[src/rtl/alu_seq.sv]
// ALU sequencer: latches one command, steps it through an external ALU and holds the result.
// Define ALU_SEQ_BCD_EN to build in the two-cycle decimal adjust for BCD add (4'h2) and sub (4'h3).
module alu_seq (
  input  logic       i_clk,
  input  logic       i_reset,
  input  logic       i_req_valid,
  output logic       o_req_ready,
  input  logic [3:0] i_req_op,
  input  logic [7:0] i_req_a,
  input  logic [7:0] i_req_b,
  input  logic       i_req_c,
  input  logic       i_req_bcd,
  output logic [3:0] o_alu_op,
  output logic [7:0] o_alu_a,
  output logic [7:0] o_alu_b,
  output logic       o_alu_cin,
  input  logic [7:0] i_alu_y,
  input  logic       i_alu_zero,
  input  logic       i_alu_negative,
  input  logic       i_alu_overflow,
  input  logic       i_alu_cout,
  output logic       o_rsp_valid,
  input  logic       i_rsp_ready,
  output logic [7:0] o_rsp_y,
  output logic       o_rsp_c,
  output logic       o_rsp_z,
  output logic       o_rsp_n,
  output logic       o_rsp_v
);

`ifdef ALU_SEQ_BCD_EN
  typedef enum logic [2:0] {S_IDLE, S_EXEC, S_ADJ_LO, S_ADJ_HI, S_DONE} state_t;
`else
  typedef enum logic [1:0] {S_IDLE, S_EXEC, S_DONE} state_t;
`endif

  state_t     r_state;
  state_t     w_next;
  logic [3:0] r_op;
  logic [7:0] r_a;
  logic [7:0] r_b;
  logic       r_c;
  logic [7:0] r_y;
  logic       r_cf;
  logic       r_z;
  logic       r_n;
  logic       r_v;

`ifdef ALU_SEQ_BCD_EN
  logic       r_bcd;
  logic [7:0] r_execY;
  logic       w_isSub;
  logic       w_decPath;
  logic       w_hc;
  logic       w_adjLo;
  logic       w_adjHi;

  // r_execY keeps the binary result because r_y is overwritten by the low adjust;
  // r_cf still holds the binary carry until the high adjust replaces it.
  assign w_isSub   = (r_op == 4'h3);
  assign w_decPath = r_bcd && ((r_op == 4'h2) || (r_op == 4'h3));
  assign w_hc      = (w_isSub ? ~r_a[4] : r_a[4]) ^ r_b[4] ^ r_execY[4];
  assign w_adjLo   = w_isSub ? ~w_hc : ((r_execY[3:0] > 4'd9) || w_hc);
  assign w_adjHi   = w_isSub ? ~r_cf : (r_cf || (r_execY > 8'h99));
`else
  logic w_unused;
  assign w_unused = i_req_bcd;
`endif

  always_comb begin
    w_next    = r_state;
    o_alu_op  = 4'h0;
    o_alu_a   = 8'h00;
    o_alu_b   = 8'h00;
    o_alu_cin = 1'b0;
    case (r_state)
      S_IDLE: begin
        if (i_req_valid) w_next = S_EXEC;
      end
      S_EXEC: begin
        o_alu_op  = r_op;
        o_alu_a   = r_a;
        o_alu_b   = r_b;
        o_alu_cin = r_c;
`ifdef ALU_SEQ_BCD_EN
        w_next    = w_decPath ? S_ADJ_LO : S_DONE;
`else
        w_next    = S_DONE;
`endif
      end
`ifdef ALU_SEQ_BCD_EN
      // Adjust cycles always run, with a zero adjust when none is needed, to keep latency fixed.
      S_ADJ_LO: begin
        o_alu_op  = r_op;
        o_alu_a   = w_adjLo ? 8'h06 : 8'h00;
        o_alu_b   = r_y;
        o_alu_cin = w_isSub;
        w_next    = S_ADJ_HI;
      end
      S_ADJ_HI: begin
        o_alu_op  = r_op;
        o_alu_a   = w_adjHi ? 8'h60 : 8'h00;
        o_alu_b   = r_y;
        o_alu_cin = w_isSub;
        w_next    = S_DONE;
      end
`endif
      S_DONE: begin
        if (i_rsp_ready) w_next = S_IDLE;
      end
      default: w_next = S_IDLE;
    endcase
  end

  always_ff @(posedge i_clk) begin
    if (i_reset) begin
      r_state <= S_IDLE;
      r_op    <= 4'h0;
      r_a     <= 8'h00;
      r_b     <= 8'h00;
      r_c     <= 1'b0;
      r_y     <= 8'h00;
      r_cf    <= 1'b0;
      r_z     <= 1'b0;
      r_n     <= 1'b0;
      r_v     <= 1'b0;
`ifdef ALU_SEQ_BCD_EN
      r_bcd   <= 1'b0;
      r_execY <= 8'h00;
`endif
    end else begin
      r_state <= w_next;
      case (r_state)
        S_IDLE: begin
          if (i_req_valid) begin
            r_op  <= i_req_op;
            r_a   <= i_req_a;
            r_b   <= i_req_b;
            r_c   <= i_req_c;
`ifdef ALU_SEQ_BCD_EN
            r_bcd <= i_req_bcd;
`endif
          end
        end
        S_EXEC: begin
          r_y     <= i_alu_y;
          r_cf    <= i_alu_cout;
          r_z     <= i_alu_zero;
          r_n     <= i_alu_negative;
          r_v     <= i_alu_overflow;
`ifdef ALU_SEQ_BCD_EN
          r_execY <= i_alu_y;
`endif
        end
`ifdef ALU_SEQ_BCD_EN
        S_ADJ_LO: begin
          r_y <= i_alu_y;
        end
        // Decimal carry comes from the adjust decision for add, the binary borrow for sub.
        S_ADJ_HI: begin
          r_y  <= i_alu_y;
          r_z  <= i_alu_zero;
          r_n  <= i_alu_negative;
          r_cf <= w_isSub ? r_cf : w_adjHi;
        end
`endif
        default: begin
        end
      endcase
    end
  end

  assign o_req_ready = (r_state == S_IDLE);
  assign o_rsp_valid = (r_state == S_DONE);
  assign o_rsp_y     = r_y;
  assign o_rsp_c     = r_cf;
  assign o_rsp_z     = r_z;
  assign o_rsp_n     = r_n;
  assign o_rsp_v     = r_v;

endmodule

[config.mk]
export PLATFORM = sky130hd
export DESIGN_NAME = alu_seq
export DESIGN_NICKNAME = d
export VERILOG_FILES = /design/src/rtl/alu_seq.sv
export SDC_FILE = /design/constraint.sdc
export NUM_CORES = 1
export LEC_CHECK = 0
export CAP_MARGIN = 30
export CORE_MARGIN = 3
export CORE_UTILIZATION = 25
export CTS_BUF_LIST = sky130_fd_sc_hd__clkbuf_4
export DETAILED_ROUTE_END_ITERATION = 10
export DONT_BUFFER_PORTS = 1
export GPL_TIMING_DRIVEN = 0
export SYNTH_ARGS = -nofsm -noshare
export SYNTH_HDL_FRONTEND = slang
export SYNTH_SLANG_ARGS = --single-unit
export TNS_END_PERCENT = 50
[constraint.sdc]
create_clock -name i_clk -period 1.9 [get_ports i_clk]
set_input_delay 0.38 -clock i_clk [delete_from_list [all_inputs] [get_ports i_clk]]
set_output_delay 0.38 -clock i_clk [all_outputs]
set_load 0.03 [all_outputs]
Word level (Yosys, flattened, before mapping) --
Cells that the tools add are included.
Cells by class: reductions and logical operators 3, equality and inequality tests 4, mux-type cells 7
Operators by type and width (count):
- two-way mux 8 bit | 2
- one-hot mux 2 bit (3 select lines) | 1
- two-way mux 2 bit | 2
- two-way mux 4 bit | 1
- AND reduction 2 bit | 2
- equality test 2 x 1 -> 1 bit, second input constant | 1
- equality test 2 bit, second input constant | 1
- zero test 2 bit | 1
- inequality test 2 x 1 -> 1 bit, second input constant | 1
- inequality test 2 bit, second input constant | 1
- two-way mux 1 bit | 1
Word-level totals: word-level logic and storage cells 24, output and inout port bits 35, bits of input ports 38, bits in registers 35

Longest topological paths before layout --
depth in word-level cells 3, mapped depth 4, gate-level depth less buffers 3

Worst setup path before layout --
No wires, ideal clock.
path kind register -> output, start register r_state[0], end output o_alu_a[0], arrival time 1137 ps, path slack 383 ps, buffers on the path 1, data required time 1520 ps, cell stages (with the launch flop) 4, path through dfxtp_1 -> and2b_1 -> clkbuf_1 -> and2_1
Between the ends: cells in the longest elaborated chain, start to end 2
RTL lines:
- from (decl) | RTL line 37 | state_t r_state;
- from (signal assigned) | RTL line 132 | r_state <= w_next;
- equality test 2 x 1 -> 1 bit | RTL line 76 | case (r_state)
- two-way mux 8 bit | RTL line 76
- to (decl) | RTL line 14 | output logic [7:0] o_alu_a,
Every way passes these cells.

Final worst setup path --
start register r_state[1], end output o_alu_cin
Between the ends: cells in the longest elaborated chain, start to end 2
RTL lines:
- equality test 2 x 1 -> 1 bit | RTL line 76
- two-way mux 1 bit | RTL line 76
- to (decl) | RTL line 16 | output logic o_alu_cin,
Every way passes these cells.

==> results.toml <==
[sta]
clock.fmax_mhz = 546
finalSetupTns_ps = 0
finalCriticalPeriod_ps = 1830
holdWs_ps = 175
hold_viol_final = 0
rsz0062_at_grt = "true"
fin_skew_ps = 9.31
setup_viol = 0
postLayoutSetupSlackWorst_ps = 67.1
finalCritPeriodShare_pct = 96.5
tightest_slew_ps = 658
drv_slew = 0
relSlewSlack_pct = 56.1

[power]
leakagePower_nw = 0.632
power_density_mw_per_mm2 = 898
power_w = 0.00143
ir_drop_uv = 399

[critical_path]
r2r_slack_ps = 570
arrival_ps = 1450
crit_fanout = 10
crit_path_start_kind = "flop"
required_ps = 1520
r2r-start = "r_state[1]"
rr_worst_depth = 4
rr_endpoint = "r_op[0]"
cp-end-kind = "primary output"
worstSetupPathType = "reg2out"

[floorplanning]
row_count = 26
core_sq_mm = 0.00524
die_x_um = 80.5
io_pins = 73
fp.dieH_um = 80.5
dieArea_sq_mm = 0.00647
start_util_pct = 26.5

[yosys]
synth_top_area_share_pct = 50.5
avgSynthCellArea_sq_um = 9.12
synth-seq-cells = 35
yosysTopAreaCell = "dfxtp_1"
ys.warnings.count = 0
ys_seq_area_share_pct = 50.5
yosysUniqueCellTypes = 13
synth_area_sq_mm = 0.00139
synth.area.top_cells = "dfxtp_1 (51%), mux2i_1 (15%), and2_1 (9.5%), nand2_1 (6.5%), nor2_1 (6.0%)"
syn_nets = 190
synthesis.instances = 152

[routing]
drc = 0
wl_per_cell_um = 14.1
routed_wirelength_mm = 3.23
final_antenna_net_count = 0
vias = 1000
initialDrtViolationCount = 29
avgViaCountPerCell = 4.35
drtPass1Iterations = 4

[worst_hold_path]
holdPathEnd = "o_rsp_c"
min-delay-start = "i_alu_cout"
holdCritPathClass = "in2reg"
hold_depth = 2

[finish]
regArea_sq_um = 706
multiInputGateArea_sq_um = 671
fillers = 573
design_area_sq_mm = 0.00159
syn2layout_area_growth_pct = 14.4
fin_nets = 197
diodes = 0
drive_above_1_share_pct = 24.4

[clocking]
cts.sinks = 35
clkTransAtPathRegs_ps = 110
htree_num_levels = 2
ctsHoldBuffers = 0
clockBufferDepth = 2
insertion_delay_ps = 330
root_buffer = "clkbuf_4"
tritoncts = "yes"
cts_buffers = 5
post_cts_buffers = 0

[job]
maxCapViolCount = 0

[place]
port_buffers = 0
gp_congestion = 0.631
place_area_sq_mm = 0.00147
post-place-ws_ps = -8.78
dp_hpwl_mm = 2.34

[global_route]
grt_pass1_wl_mm = 5.04
grt_start_max_net_pins = 12
gr-usage-met1_pct = 11.7
antenna_found_initial = 0
grt_overflow = 0
grt_pass1_vias = 1004
grt.busiest_layer = "met2"
grtUsageMet3_pct = 6.05
track_usage_pct = 10.5
grt_use_met2_pct = 16.9

[outcome]
status = "finished, final reports clean"
kinds of logic after synthesis:
group | count (synthesis) | synth area share (%)
compound gates | 13 | 4.69
buf+inv | 10 | 3.97
flops | 35 | 50.5
mux | 21 | 15.2
simple gates | 73 | 25.6
worst max-delay path, cell delays in order, from the launching register on:
cell and delay, ps:
dfxtp_4 380, and2b_2 280, clkbuf_4 210, and2_2 260
power breakdown:
group,internal [W],switching [W]
sequential,0.000779,0.0000496
clock,0.000157,0.000255
combinational,0.0000752,0.000110
total,0.00101,0.000414
sequential cells by signal (all words and copies together), names as in the netlist:
register  flops
o_rsp_c       1
o_rsp_y       8
r_c           1
o_rsp_v       1
r_op          4
r_state       2
o_rsp_n       1
r_a           8
r_b           8
o_rsp_z       1
routing by layer:
metal  part of all wire (%)  vias up
li1                       -      497
met1                     41      448
met2                     45       51
met3                     12        4
met4                   0.96        0
met5                      0        -
Yosys cell counts:
cell	n
buf_2	2
and2_1	21
nor2b_1	2
nor2_1	22
nand2_1	24
buf_6	2
mux2i_1	21
and2b_1	1
nor3b_4	1
nand2b_1	2
a21oi_1	13
dfxtp_1	35
clkbuf_1	6
placed cells by master, fill, tap and decap left out, drive strengths merged:
cell / netlist / layout
dfxtp: 35 / 35
nand2: 24 / 24
nor2: 22 / 22
mux2i: 21 / 21
and2: 21 / 21
a21oi: 13 / 13
clkbuf: 6 / 11
buf: 4 / 5
nor2b: 2 / 2
nand2b: 2 / 2
and2b: 1 / 1
nor3b: 1 / 1
clkinvlp: 0 / 1
clkinv: 0 / 1
cell type report:
| cell class | instances | share of cell area (%) |
|---|---|---|
| clock inverters | 2 | 0.789 |
| flip-flops and latches | 35 | 44.5 |
| clock buffers | 6 | 2.84 |
| multi-input cells | 107 | 42.3 |
| well taps | 70 | 5.52 |
| plain buffers | 10 | 4.10 |
worst max-delay path by stage:
stage	slack [ps]	cells after the start	start	to
2_1_floorplan	380	3	r_state[0]	o_alu_a[0]
3_3_place_gp	7	3	r_state[0]	o_alu_a[1]
3_5_place_dp	-9	3	r_state[0]	o_alu_a[1]
4_1_cts	2	3	r_state[1]	o_alu_a[0]
5_1_grt	-40	3	r_state[1]	o_alu_cin
6_report	70	3	r_state[1]	o_alu_cin
stage by stage:
step | std cells | utilization, %
after floorplan | 152 | -
after global placement | 222 | 28.1
after detailed placement | 222 | 28.1
after CTS | 230 | 30.0
after global routing | 230 | 30.3
final | 230 | 30.3
timing repair:
item | CTS | global route
gates cloned | 0 | 0
endpoints found under the hold margin | 0 | 0
resized for setup | 30 | 11
endpoints found under the setup margin | 21 | 20
(Power assumes the default switching activity.)
